--- src/rtl/prog_loader_if.sv ---
`timescale 1ns/1ps
`default_nettype none
// ============================================================================
// prog_loader_if : byte-stream input and inst_mem write-port bundle of prog_loader
// Revision 1.0
// ============================================================================
interface prog_loader_if #(
  parameter int XLEN  = 32,
  parameter int ILEN  = 32,
  parameter int CNT_W = 11
);
  logic             start;
  logic             in_valid;
  logic             in_ready;
  logic [7:0]       in_data;
  logic             in_last;
  logic [XLEN-1:0]  waddr;
  logic [ILEN-1:0]  wdata;
  logic             write_en;
  logic             busy;
  logic             done;
  logic             err_overflow;
  logic [CNT_W-1:0] word_count;

  // Host / byte-source side.
  modport master (
    output start, in_valid, in_data, in_last,
    input  in_ready, waddr, wdata, write_en, busy, done, err_overflow, word_count
  );

  // Loader side.
  modport slave (
    input  start, in_valid, in_data, in_last,
    output in_ready, waddr, wdata, write_en, busy, done, err_overflow, word_count
  );
endinterface
`default_nettype wire

--- src/rtl/prog_loader.sv ---
`timescale 1ns/1ps
`default_nettype none
// ============================================================================
// prog_loader : assembles a little-endian byte stream into ILEN-bit words and
//               writes them into inst_mem while holding the core busy.
// Revision 1.0
// ============================================================================
module prog_loader #(
  parameter int              XLEN      = 32,
  parameter int              ILEN      = 32,
  parameter logic [XLEN-1:0] BASE_ADDR = '0,
  parameter int              MAX_WORDS = 1024,
  parameter int              CNT_W     = $clog2(MAX_WORDS) + 1
) (
  input  logic        clock,
  input  logic        reset,
  prog_loader_if.slave bus
);

  localparam int              BYTES      = ILEN / 8;
  localparam int              IDX_W      = $clog2(BYTES);
  localparam logic [XLEN-1:0] WORD_STEP  = XLEN'(BYTES);
  localparam logic [CNT_W-1:0] CNT_LIMIT = CNT_W'(MAX_WORDS);
  localparam logic [IDX_W-1:0] IDX_LAST  = IDX_W'(BYTES - 1);

  localparam logic [2:0] S_IDLE  = 3'd0;
  localparam logic [2:0] S_LOAD  = 3'd1;
  localparam logic [2:0] S_WRITE = 3'd2;
  localparam logic [2:0] S_DRAIN = 3'd3;
  localparam logic [2:0] S_DONE  = 3'd4;

  logic [2:0]       state_q,      state_d;
  logic [XLEN-1:0]  waddr_q,      waddr_d;
  logic [ILEN-1:0]  wdata_q,      wdata_d;
  logic [CNT_W-1:0] word_count_q, word_count_d;
  logic [IDX_W-1:0] byte_idx_q,   byte_idx_d;
  logic             err_q,        err_d;
  logic             last_seen_q,  last_seen_d;
  logic             in_ready_q;
  logic             write_en_q;
  logic             busy_q;
  logic             done_q;
  logic             xfer;

  assign xfer = bus.in_valid && in_ready_q;

  always_comb begin
    state_d      = state_q;
    waddr_d      = waddr_q;
    wdata_d      = wdata_q;
    word_count_d = word_count_q;
    byte_idx_d   = byte_idx_q;
    err_d        = err_q;
    last_seen_d  = last_seen_q;

    case (state_q)
      S_IDLE: begin
        if (bus.start) begin
          state_d      = S_LOAD;
          waddr_d      = BASE_ADDR;
          wdata_d      = '0;
          word_count_d = '0;
          byte_idx_d   = '0;
          err_d        = 1'b0;
          last_seen_d  = 1'b0;
        end
      end

      S_LOAD: begin
        if (xfer) begin
          // A full memory drops the byte and swallows the rest of the image.
          if (word_count_q == CNT_LIMIT) begin
            err_d   = 1'b1;
            state_d = bus.in_last ? S_DONE : S_DRAIN;
          end else begin
            wdata_d[{byte_idx_q, 3'b000} +: 8] = bus.in_data;
            byte_idx_d  = byte_idx_q + IDX_W'(1);
            last_seen_d = bus.in_last;
            if (byte_idx_q == IDX_LAST || bus.in_last) begin
              state_d = S_WRITE;
            end
          end
        end
      end

      S_WRITE: begin
        waddr_d      = waddr_q + WORD_STEP;
        word_count_d = word_count_q + CNT_W'(1);
        wdata_d      = '0;
        byte_idx_d   = '0;
        state_d      = last_seen_q ? S_DONE : S_LOAD;
      end

      S_DRAIN: begin
        if (xfer && bus.in_last) begin
          state_d = S_DONE;
        end
      end

      S_DONE: begin
        state_d = S_IDLE;
      end

      default: begin
        state_d = S_IDLE;
      end
    endcase
  end

  // Handshake and status strobes are registered decodes of the next state.
  always_ff @(posedge clock) begin
    if (reset) begin
      state_q      <= S_IDLE;
      waddr_q      <= BASE_ADDR;
      wdata_q      <= '0;
      word_count_q <= '0;
      byte_idx_q   <= '0;
      err_q        <= 1'b0;
      last_seen_q  <= 1'b0;
      in_ready_q   <= 1'b0;
      write_en_q   <= 1'b0;
      busy_q       <= 1'b0;
      done_q       <= 1'b0;
    end else begin
      state_q      <= state_d;
      waddr_q      <= waddr_d;
      wdata_q      <= wdata_d;
      word_count_q <= word_count_d;
      byte_idx_q   <= byte_idx_d;
      err_q        <= err_d;
      last_seen_q  <= last_seen_d;
      in_ready_q   <= (state_d == S_LOAD) || (state_d == S_DRAIN);
      write_en_q   <= (state_d == S_WRITE);
      busy_q       <= (state_d == S_LOAD) || (state_d == S_WRITE) || (state_d == S_DRAIN);
      done_q       <= (state_d == S_DONE);
    end
  end

  assign bus.in_ready     = in_ready_q;
  assign bus.waddr        = waddr_q;
  assign bus.wdata        = wdata_q;
  assign bus.write_en     = write_en_q;
  assign bus.busy         = busy_q;
  assign bus.done         = done_q;
  assign bus.err_overflow = err_q;
  assign bus.word_count   = word_count_q;

endmodule
`default_nettype wire

--- src/flat_wrapper.sv ---
// flat-port wrapper written by rule: the top's interface ports become plain ports
module prog_loader_flat 
#(
  parameter int              XLEN      = 32,
  parameter int              ILEN      = 32,
  parameter logic [XLEN-1:0] BASE_ADDR = '0,
  parameter int              MAX_WORDS = 1024,
  parameter int              CNT_W     = $clog2(MAX_WORDS) + 1
)
  (clock, reset, bus_start, bus_in_valid, bus_in_data, bus_in_last, bus_in_ready, bus_waddr, bus_wdata, bus_write_en, bus_busy, bus_done, bus_err_overflow, bus_word_count);
  prog_loader_if #(.XLEN(XLEN), .ILEN(ILEN), .CNT_W(CNT_W)) bus_i ();
  input  logic clock;
  input  logic reset;
  input wire logic [$bits(bus_i.start)-1:0] bus_start;
  input wire logic [$bits(bus_i.in_valid)-1:0] bus_in_valid;
  input wire logic [$bits(bus_i.in_data)-1:0] bus_in_data;
  input wire logic [$bits(bus_i.in_last)-1:0] bus_in_last;
  output wire logic [$bits(bus_i.in_ready)-1:0] bus_in_ready;
  output wire logic [$bits(bus_i.waddr)-1:0] bus_waddr;
  output wire logic [$bits(bus_i.wdata)-1:0] bus_wdata;
  output wire logic [$bits(bus_i.write_en)-1:0] bus_write_en;
  output wire logic [$bits(bus_i.busy)-1:0] bus_busy;
  output wire logic [$bits(bus_i.done)-1:0] bus_done;
  output wire logic [$bits(bus_i.err_overflow)-1:0] bus_err_overflow;
  output wire logic [$bits(bus_i.word_count)-1:0] bus_word_count;
  assign bus_i.start = bus_start;
  assign bus_i.in_valid = bus_in_valid;
  assign bus_i.in_data = bus_in_data;
  assign bus_i.in_last = bus_in_last;
  assign bus_in_ready = bus_i.in_ready;
  assign bus_waddr = bus_i.waddr;
  assign bus_wdata = bus_i.wdata;
  assign bus_write_en = bus_i.write_en;
  assign bus_busy = bus_i.busy;
  assign bus_done = bus_i.done;
  assign bus_err_overflow = bus_i.err_overflow;
  assign bus_word_count = bus_i.word_count;
  prog_loader #(.XLEN(XLEN), .ILEN(ILEN), .BASE_ADDR(BASE_ADDR), .MAX_WORDS(MAX_WORDS), .CNT_W(CNT_W)) u_core (.clock(clock), .reset(reset), .bus(bus_i));
endmodule
--- config.mk ---
export PLATFORM = sky130hd
export DESIGN_NAME = prog_loader_flat
export DESIGN_NICKNAME = d
export VERILOG_FILES = /design/src/rtl/prog_loader_if.sv /design/src/rtl/prog_loader.sv /design/src/flat_wrapper.sv
export SDC_FILE = /design/constraint.sdc
export NUM_CORES = 1
export LEC_CHECK = 0
export BUFFER_PORTS_ARGS = -buffer_cell sky130_fd_sc_hd__buf_2
export CAP_MARGIN = 20
export CORE_MARGIN = 4
export CORE_UTILIZATION = 40
export CTS_CLUSTER_DIAMETER = 30
export CTS_CLUSTER_SIZE = 30
export DETAILED_ROUTE_END_ITERATION = 12
export GPL_ROUTABILITY_DRIVEN = 0
export SLEW_MARGIN = 20
export SYNTH_ARGS = -nofsm -noshare
export SYNTH_HDL_FRONTEND = slang
export SYNTH_SLANG_ARGS = --single-unit
--- constraint.sdc ---
create_clock -name clock -period 6 [get_ports clock]
set_clock_uncertainty 0.2 [all_clocks]
set_input_delay 0.6 -clock clock [delete_from_list [all_inputs] [get_ports clock]]
set_output_delay 0.6 -clock clock [all_outputs]
set_load 0.005 [all_outputs]
# Word level (Yosys, flattened, before mapping)
# Index checks and enable logic that the tools add are counted.
# W data, S select, Z words.
[word_totals]
register_bits = 86
elab_cells = 71
in_bits = 13
[op_classes]
n_addsub = 4
shift = 2
n_eq_ne = 13
n_reduce_logical = 14
n_mux = 27
[ops]
columns = ["operator", "n"]
rows = [
  ["$mux W32", 3],
  ["$pmux W32 S3", 1],
  ["$pmux W32 S2", 1],
  ["$add A32 B3 Y32 const B", 1],
  ["$bwmux W32", 1],
  ["$shift A8 B7 Y32 const A", 1],
  ["$shiftx A8 B7 Y32", 1],
  ["$pmux W11 S2", 1],
  ["$mux W3", 7],
  ["$eq A3 B2 Y1 const B", 4],
  ["$pmux W3 S4", 1],
  ["$reduce_and A4 Y1", 3],
  ["$add A11 B1 Y11 const B", 1],
  ["$eq A11 B11 Y1 const B", 1],
  ["$mux W11", 1],
  ["$neg A5 Y7", 1],
  ["$eq A3 B1 Y1 const B", 2],
  ["$mux W2", 3],
  ["$pmux W2 S3", 1],
  ["$mux W1", 5],
  ["$logic_or A1 B1 Y1", 4],
  ["$ne A2 B1 Y1 const B", 2],
  ["$ne A2 B2 Y1 const B", 2],
  ["$pmux W1 S2", 2],
  ["other kinds (8)", 10],
]

# Longest topological paths before layout
[logic_depth]
word_depth = 9
depth_mapped = 8
depth_no_buf = 6

# Least setup slack after synthesis
# Ideal clock, no wire load.
[synth_timing]
kind = "reg2reg"
from = "reg u_core.state_q[2]"
to = "reg u_core.waddr_q[25] (netlist: u_core.bus.waddr[25])"
setup_ns = 0.121
path_buffers = 4
required_ns = 5.679
stages_incl_launch_ff = 9
arrival_time_ns = 2.200
path_slack_ns = 3.480
path_cell_list = "dfxtp_1 -> buf_6 -> or3b_1 -> buf_2 -> or4_1 -> buf_2 -> buf_2 -> nor3b_1 -> mux2_2"
[synth_between]
elab_chain_cells = 3
elab_cells_between_ends = 6
classes_between = "eq/ne: 2; mux: 1; reduce/logical: 3"
[synth_lines]
columns = ["element", "line", "text"]
rows = [
  ["from (decl)", "prog_loader.sv:32", "logic [2:0] state_q, state_d;"],
  ["from (signal assigned)", "prog_loader.sv:125", "state_q <= state_d;"],
  ["$eq A3 B2 Y1 or $logic_not A3 Y1 (tied branches)", "prog_loader.sv:56", "case (state_q)"],
  ["$reduce_bool A2 Y1 (no source line) or $ne A2 B2 Y1 (tied branches)", "--", ""],
  ["$reduce_and A2 Y1 (no source line)", "--", ""],
  ["to (signal assigned)", "prog_loader.sv:126", "waddr_q <= waddr_d;"],
  ["to (decl)", "prog_loader.sv:33", "logic [XLEN-1:0] waddr_q, waddr_d;"],
]
# Parallel ways exist; a longest one is shown, timed or not.
# A chain may end at the register's enable or synchronous reset.

# Worst setup path after layout
[layout_timing]
from = "reg u_core.state_q[1]"
to = "reg u_core.waddr_q[30] (netlist: u_core.bus.waddr[30])"
# Same word-level chain as after synthesis.

==> out/metrics.csv <==
metric,value,unit
"Top FF cell, synth",dfxtp_1,
clock root buffer master,clkbuf_8,
hold buffer count at cts,0,
syn_area_per_cell,8.52,um^2
initial DRC count,175,
outcome,"finished, final reports clean",
area occupied by registers,1680,um^2
CP Class,flop to flop,
Post-Synthesis Cells,483,
Multi-input gate area,2270,um^2
data required time of the worst path,6.04,ns
setup TNS,0,ns
largest net degree at the start of global routing,61,
Area Growth Syn to Fin,19.2,%
vias,3789,
top cells by instance count after synthesis,"dfxtp_1 (84), nand2_1 (83), a21oi_1 (35)",
Synth Cell Area,4120,um^2
Crit path largest cell delay,0.85,ns
flip-flop and latch count after synthesis,84,
asr flop ratio synth,0,
Syn. warnings,0,
row count,36,
Port Buf Inserts,90,
crit path cell chain,or3b_1 > or4_1 > nor4b_1 > mux2_2,
Overflow after GRT,0,
most numerous cell in the Yosys netlist,dfxtp_1,
Hold WC Path Type,flop to flop,
DRC,0,
"EDFF count, synth",0,
final hold viol count,0,
CTS sink count,84,
Post-DP HPWL,7320,um
flop-to-flop setup slack,2.82,ns
Setup WS post-layout,2.82,ns
Post-DRT Antenna Nets,0,
Worst Setup End Kind,flop,
CP Launch Type,flop,
Synth area leaders,"dfxtp_1 (41%), mux2i_1 (7.8%), nand2_1 (7.6%)",
number of distinct library cells after synthesis,52,
Tcrit/Tclk final,0.529,
WP buf/inv,0,
Power Density,236,nW/um^2
layout cell share with drive strength beyond 1,0.223,
Setup Viol. Count Final,0,
die span in y,109,um
antenna diode count,0,
Max-Cap Viols,0,
Longest Clk Path Bufs,2,
CTS tree,yes,
drt pass-1 iters,4,
Worst VDD drop,0.134,mV
worst-margin pin slew,0.857,ns
Tmin final,3.18,ns
Slew HR,0.421,
P_leak,1.99,nW
Max Transition Viols Final,0,
die area,12000,um^2
worst slack at placement,2.86,ns
drt wl/cell,15.5,um
Ports,93,
RSZ-0062 raised after global routing,no,
first-pass GRT wire length,17200,um
Worst EP arrival,3.22,ns
core footprint,9910,um^2
# fillers,991,
Pwr Total,1.16,mW
Post-CTS Resized,0,
max frequency,315,MHz
chip width,109,um
Tot GR Track Use,0.179,
Util after Layout,0.495,
post-synth top area cell,dfxtp_1,
sequential cell area fraction in the yosys report,0.409,
CTS H-tree lvls,3,
Nets,578,
Crit-path slowest cell,or4_1,
crit-path leading delay family,simple AND/OR/NAND/NOR gates,
drt total wl,10700,um
CP Max Fanout,17,
TritonCTS Buffers,9,
vias per cell,5.46,
clock slew at the register clock pins of the worst setup and hold paths,0.09,ns
vias in the first global route,3481,
"Setup Fix Bufs, Post-CTS",0,
initial antenna violation count,0,
top cell type's share of synthesized area,0.409,
clk_lat worst skew,0.35,ns
Initial Util,0.415,
-- sequential cells by signal, summed over array words and instances (netlist names), 2 cells and up --
signal / count
u_core.bus.wdata: 32
u_core.bus.waddr: 30
u_core.byte_idx_q: 2
u_core.state_q: 3
u_core.bus.word_count: 11
-- per-layer routing --
metal | wire [um] | GRT usage | vias up
li1 | - | - | 1892
met1 | 5080 | 0.248 | 1816
met2 | 5050 | 0.278 | 77
met3 | 528 | 0.0458 | 4
met4 | 69 | 0.0436 | 0
met5 | 0 | 0 | -
-- cells by family after synthesis --
kind of cell,share of synthesized area
AO/OA/AOI/OAI,0.146
adder cells (fa/ha/maj),0.0274
buffers and inverters,0.0465
flip-flops,0.409
multiplexers,0.0997
other,0.000911
AND/OR/NAND/NOR,0.271
-- final timing paths --
check / from / end / cells after the start
worst max-delay path: u_core.state_q[1]$_SDFF_PP0_ / u_core.bus.waddr[30]$_SDFFE_PP0P_ / 4
worst min-delay path: u_core.bus.wdata[2]$_SDFFE_PP0P_ / u_core.bus.wdata[2]$_SDFFE_PP0P_ / 2
worst max register to register: u_core.state_q[1]$_SDFF_PP0_ / u_core.bus.waddr[30]$_SDFFE_PP0P_ / 4
worst min register to register: u_core.bus.wdata[2]$_SDFFE_PP0P_ / u_core.bus.wdata[2]$_SDFFE_PP0P_ / 2
-- layout make-up --
cell class	instances	share of cell area
well taps	133	0.0339
multi-input cells	354	0.463
clock inverters	5	0.0217
repair buffers	94	0.0979
inverters	13	0.00995
clock buffers	11	0.0309
flip-flops and latches	84	0.343
-- cell usage in the layout, fill, tap and decap left out, types with 3 or more instances in the layout --
cell type,n
buf_2,90
dfxtp_1,84
nand2_1,83
a21oi_1,35
mux2i_1,32
nor2_1,22
nand3_1,18
inv_1,13
or4_1,13
or3_1,12
clkbuf_8,11
and3_1,9
o211ai_1,9
nor2b_1,9
ha_1,9
nand4_1,8
o21ai_0,8
mux2_2,7
o311ai_0,6
and2_1,6
nor3_1,5
and4_1,4
nand2b_1,4
nor4b_1,4
a211oi_1,4
a22oi_1,4
nor4_2,4
buf_4,4
nor3b_1,3
nor4_1,3
o41ai_1,3
bufinv_16,3
-- worst min-delay path: cells and delay by family, from the launching register on --
kind | cells | cell delay, ns
AND/OR/NAND/NOR | 1 | 0.05
multiplexers | 1 | 0.05
flip-flops | 1 | 0.31
-- power by group --
group / internal (mW) / total [mW] / switching [mW]
combinational: 0.0275 / 0.0808 / 0.0532
sequential: 0.561 / 0.566 / 0.00466
clock: 0.301 / 0.510 / 0.209
total: 0.890 / 1.16 / 0.267
-- stage by stage --
stage / area (um^2) / hold slack [ns] / std cells
floorplan: 4120 / 0.251 / 484
global placement: 4620 / 0.243 / 678
detailed placement: 4630 / 0.249 / 678
CTS: 4890 / 0.261 / 694
global route: 4910 / 0.282 / 694
finish: 4910 / 0.257 / 694
Power figures use the tool's default switching activity.
